[config.mk]
export PLATFORM = sky130hd
export DESIGN_NAME = spi_slave_tx_feeder
export DESIGN_NICKNAME = d
export VERILOG_FILES = /design/src/rtl/spi_slave_tx_feeder.sv
export SDC_FILE = /design/constraint.sdc
export NUM_CORES = 1
export LEC_CHECK = 0
export BUFFER_PORTS_ARGS = -buffer_cell sky130_fd_sc_hd__buf_2
export CORE_UTILIZATION = 49
export DETAILED_ROUTE_END_ITERATION = 10
export GPL_TIMING_DRIVEN = 0
export PLACE_DENSITY = 0.82
export SYNTH_ARGS = -nofsm -noshare
export SYNTH_HDL_FRONTEND = slang
export SYNTH_SLANG_ARGS = --single-unit
export TNS_END_PERCENT = 20
[constraint.sdc]
create_clock -name sclk -period 3 [get_ports sclk]
set_input_delay 0 -clock sclk [delete_from_list [all_inputs] [get_ports sclk]]
set_output_delay 0 -clock sclk [all_outputs]
set_load 0.005 [all_outputs]
[src/rtl/spi_slave_tx_feeder.sv]
// Feeds 32-bit words from a read-data FIFO into the SPI slave transmit shifter.
// After a read command and a programmable dummy delay, the words go out back-to-back.
module spi_slave_tx_feeder #(
    parameter int          LEN_W         = 16,
    parameter int          DUMMY_W       = 8,
    parameter logic [31:0] UNDERRUN_WORD = 32'hDEAD_BEEF
) (
    input  logic               sclk,
    input  logic               cs,
    input  logic               rd_start_i,
    input  logic [LEN_W-1:0]   rd_len_i,
    input  logic [DUMMY_W-1:0] dummy_cycles_i,
    input  logic [31:0]        fifo_data_i,
    input  logic               fifo_valid_i,
    output logic               fifo_ready_o,
    output logic [7:0]         tx_counter_o,
    output logic               tx_counter_upd_o,
    output logic [31:0]        tx_data_o,
    output logic               tx_data_valid_o,
    input  logic               tx_done_i,
    output logic               busy_o,
    output logic               underrun_o,
    output logic [LEN_W-1:0]   words_sent_o
);

    typedef enum logic [1:0] {
        IDLE,
        DUMMY,
        SHIFT
    } state_t;

    state_t             state;
    state_t             state_next;
    logic [LEN_W-1:0]   remaining;
    logic [LEN_W-1:0]   words_sent;
    logic [DUMMY_W-1:0] dummy_cnt;
    logic               underrun;
    logic               issue;

    always_ff @(posedge sclk) begin
        if (cs) begin
            state      <= IDLE;
            remaining  <= '0;
            words_sent <= '0;
            dummy_cnt  <= '0;
            underrun   <= 1'b0;
        end else begin
            state <= state_next;
            if (state == IDLE && rd_start_i) begin
                remaining  <= rd_len_i;
                dummy_cnt  <= dummy_cycles_i;
                words_sent <= '0;
            end
            if (state == DUMMY && dummy_cnt != '0) begin
                dummy_cnt <= dummy_cnt - DUMMY_W'(1);
            end
            if (issue) begin
                remaining  <= remaining - LEN_W'(1);
                words_sent <= words_sent + LEN_W'(1);
                if (!fifo_valid_i) begin
                    underrun <= 1'b1;
                end
            end
        end
    end

    // A word is issued in the same cycle the shifter reports its last bit,
    // so the next load lands exactly when the previous word finishes.
    always_comb begin
        state_next       = state;
        issue            = 1'b0;
        fifo_ready_o     = 1'b0;
        tx_counter_upd_o = 1'b0;
        tx_data_valid_o  = 1'b0;
        tx_data_o        = '0;
        case (state)
            IDLE: begin
                if (rd_start_i && rd_len_i != '0) begin
                    state_next = DUMMY;
                end
            end
            DUMMY: begin
                if (dummy_cnt == '0) begin
                    issue      = 1'b1;
                    state_next = SHIFT;
                end
            end
            SHIFT: begin
                if (tx_done_i) begin
                    if (remaining != '0) begin
                        issue = 1'b1;
                    end else begin
                        state_next = IDLE;
                    end
                end
            end
            default: state_next = IDLE;
        endcase
        if (cs) begin
            issue = 1'b0;
        end
        if (issue) begin
            tx_counter_upd_o = 1'b1;
            tx_data_valid_o  = 1'b1;
            if (fifo_valid_i) begin
                tx_data_o    = fifo_data_i;
                fifo_ready_o = 1'b1;
            end else begin
                tx_data_o = UNDERRUN_WORD;
            end
        end
    end

    assign tx_counter_o = 8'd31;
    assign busy_o       = (state != IDLE);
    assign underrun_o   = underrun;
    assign words_sent_o = words_sent;

endmodule

==> reports/summary.md <==
Clock latency on the worst-skew pair, taken at its later pin, is 0.32 ns. The routed via count is 3460, and the overall power of the completed layout is 0.00205 W. The worst IR drop on VDD is 0.272 mV.

The logs give 0.00561 mm² for the area inside the core boundary and 0.916 for the routability congestion estimate. The number of synthesized flops with an enable pin was 0. The clock passes through at most 2 buffers. Overall die area: 0.00623 mm².

The tools report the routed wire length as 9030 µm. The overall global routing resource usage is 28.4%, and the horizontal die dimension is 79.0 µm. After technology mapping, the gate count stands at 361. Traced cell by cell, the critical path runs through inv_1, ha_1, or4bb_1, nor4_4, nor3_4, inv_2, buf_2, clkbuf_4, o21a_1, buf_2. 122 I/O pins were placed. In the synthesized netlist the dominant register cell turns out to be dfxtp_1. For the initial standard-cell utilization of the core, the log shows 51.7%.

The worst setup path is launched from a flip-flop. STA classifies the critical path endpoint as an output port. After layout, the worst path uses 95.7% of the clock period. The logs give 64 for the number of different library cells in the post-synthesis netlist and 0 ns for the total negative setup slack. The worst hold path startpoint was rd_len_i[12]. The worst path required time is 3.00 ns. The layout net count came out at 566.

The number of nets with antenna violations after detailed routing is 0. In this run the vertical extent of the chip is 79.0 µm. The critical path contains buffers and inverters numbering 5 combined. The tree is rooted in a clkbuf_8. After synthesis, flip-flops and latches occupy 29.7% of the total area.

On the final layout, the worst clock skew is 0.0158 ns. Measured against its own limit, the worst slew margin works out to 37.8%. The floorplan has 27 rows. Number of hold violations in the final report: 0. For the via count of the first global-routing pass, the log shows 3058.

In this run the worst hold path is classified as primary input to flip-flop. The tools report the maximum number of pins on one net before global-route repair as 16. Each instance of the synthesized netlist takes up on average 8.04 µm².

The depth of the CTS H-tree was 2. CTS buffer count: 5. Relative to the synthesized area, the layout overhead comes to 31.3%. For the number of sinks handled by clock tree synthesis, the log shows 43.

The cell count of the worst reg-to-reg path is 7, and the layout filler cell count is 508. TritonCTS built the clock tree. In the synthesized netlist the async set-or-reset flop fraction comes to 0%.

Setup repair after global routing left no endpoint under its margin. Counting instances, the worst hold path has a depth of 3. The run gives 0 as the number of maximum-capacitance violations. After the first detailed-routing iteration, the DRC count stood at 349. The critical path in this run is classified as flip-flop to output port. The run finished with clean final reports. For the cell area after synthesis, the log shows 0.00290 mm². The tools report the number of diodes added for antenna fixing as 0. In the routed design, unresolved DRC markers number 0. The standby leakage power is 1.71 nW. In this design, the stage delay of the slowest critical-path cell is 0.57 ns. The path with the worst hold slack has its endpoint at remaining[12]. Of all nets on the critical path, the largest fanout is 10. Setup violations remaining at the end of the flow were counted as 0.

The number of vias per cell after detailed routing was 6.06; the total of warnings raised by yosys was 0. The first global-routing pass estimated 14000 µm of wire. After global routing the overflow that remains totals 0.

After clock tree synthesis, the clock-pin slew on the worst setup and hold paths is 0.10 ns. Data arrives at the worst endpoint at 2.87 ns. The transition at the pin with the smallest max-transition slack is 0.929 ns. In this run the register-to-register setup slack is 0.24 ns. Counting stages on the worst path, the most repeated cell is buf_2. Broken down by cell family, the worst path's largest delay share belongs to simple AND/OR/NAND/NOR gates. Final number of max-transition violations: 0. The final routed wire length divided by cell count was 15.8 µm. Startpoint of the lowest-slack register-to-register path: state[1]. The initial antenna violation count was 0. For this design the ratio of total power to cell area is 537 mW/mm². The first TritonRoute pass finished after 5 iterations. The slowest library cell on the worst path was or4bb_1. The terminus of the critical flop-to-flop path was remaining[8]. Once detailed placement completed, the half-perimeter wirelength came to 6750 µm. The synthesized design contains 43 register bits. The fmax came out at 348 MHz. The count of buffers added on input and output ports is 112.

The time the worst path needs with I/O delays and setup was 2.87 ns. The share of layout cells above drive strength 1 came out at 32.3%.
flip-flops by register name, indices dropped and copies added, names as in the netlist:
register,count
underrun_o,1
state,2
words_sent_o,16
remaining,16
dummy_cnt,8
cells in the final DEF (no fill, tap or decap), types with 10 or more instances in the layout:
cell,instances
buf_2,114
inv_1,18
nand3_1,13
a21oi_1,14
nor2_1,24
nor3_1,12
dfxtp_1,43
nand2_1,26
o21a_1,25
o21ai_0,10
clkbuf_1,11
a31oi_1,15
buf_4,12
and3_1,16
dlygate4sd3_1,11
through the flow:
step	area, µm²	utilization [%]	instances	setup slack, ns	hold WS, ns
final	3810	68.0	571	0.128	0.00619
after global routing	3810	68.0	571	0.0329	0.0105
after CTS	3780	67.4	570	0.0130	0.00597
after detailed placement	3570	63.7	551	-0.0618	0.259
after global placement	3570	63.7	551	0.0430	0.259
after floorplan	2920	-	367	0.622	0.0994
metal layers:
layer	track usage (%)	part of all wire (%)
met5	0	0
met4	10.7	1.6
met3	2.87	7.6
met2	49.9	50
met1	35.8	41
worst register-to-register path, stage by stage, from the launching register on:
cell and delay [ns]:
dfxtp_1 0.37, inv_1 0.07, ha_1 0.32, or4bb_1 0.57
o41ai_1 0.68, nand4_1 0.22, a221oi_1 0.31, a211oi_1 0.08
synth_stat cells, types with 2 or more instances:
master	count	area (µm²)
a41oi_1	4	35.0
nand2b_1	2	12.5
and3_1	16	100
o21a_1	25	188
a311oi_1	3	26.3
or4_1	4	30.0
dfxtp_1	43	861
a21oi_1	15	75.1
or3_1	6	37.5
a31o_2	5	43.8
o211ai_1	2	15.0
nor2_1	24	90.1
a211oi_1	8	60.1
xor2_1	5	43.8
nor3_1	12	60.1
a21o_1	3	22.5
a221oi_1	2	17.5
conb_1	2	7.51
nor4_1	9	56.3
o311ai_0	6	52.6
o221a_2	3	33.8
a31oi_1	16	100
inv_1	18	67.6
nand2_1	26	97.6
clkbuf_1	11	41.3
nor3_2	2	20.0
ha_1	7	87.6
nand3_1	13	65.1
buf_4	11	82.6
o21ai_0	10	50.1
buf_2	4	20.0
o41ai_1	4	35.0
nand4_1	4	25.0
o31ai_1	4	30.0
nor4_2	3	37.5
where the power goes:
part	switching, W	leakage [nW]	internal (W)
Clock	0.000233	0.0408	0.000167
Combinational	0.000544	1.32	0.000344
Sequential	0.0000994	0.351	0.000660
Total	0.000876	1.71	0.00117
what timing repair did:
item / 4_1_cts / 5_1_grt
gates cloned: 0 / 0
gates resized for setup: 1 / 5
endpoints found under the hold margin: 10 / 1
setup buffers: 1 / 0
setup endpoints to repair: 39 / 37
pin swaps: 1 / 1
hold buffers: 10 / 1
how the worst max path moves through the flow:
stage,start,endpoint,slack (ns),cells past startpoint
6_report,state[1],tx_data_o[7],0.13,10
4_1_cts,state[1],tx_data_o[7],0.01,10
3_3_place_gp,remaining[0],words_sent_o[2],0.04,8
5_1_grt,state[1],tx_data_o[7],0.03,10
3_5_place_dp,remaining[0],words_sent_o[2],-0.06,8
2_1_floorplan,state[1],remaining[11],0.62,7
final cells by class:
type | instances | area [µm²] | share of cell area (%)
Timing Repair Buffer | 124 | 678 | 17.8
Buffer | 28 | 165 | 4.33
Clock buffer | 5 | 68.8 | 1.81
Multi-Input combinational cell | 276 | 1850 | 48.5
Tap cell | 72 | 90.1 | 2.36
Sequential cell | 43 | 861 | 22.6
Clock inverter | 3 | 23.8 | 0.624
Inverter | 20 | 75.1 | 1.97
kinds of logic (layout without fill, tap and decap cells):
kind of cell | after synthesis | count (layout) | share of synthesized area, %
AOI/OAI and AO/OA | 121 | 121 | 30.5
DFF | 43 | 43 | 29.7
and+or+nand+nor | 133 | 133 | 26.2
muxes | 2 | 2 | 0.733
adders and majority gates | 7 | 7 | 3.02
other | 2 | 8 | 0.259
buffers and inverters | 48 | 180 | 8.11
xor gates and xnor gates | 5 | 5 | 1.51
Note: power is estimated with default switching activity, not from simulation.
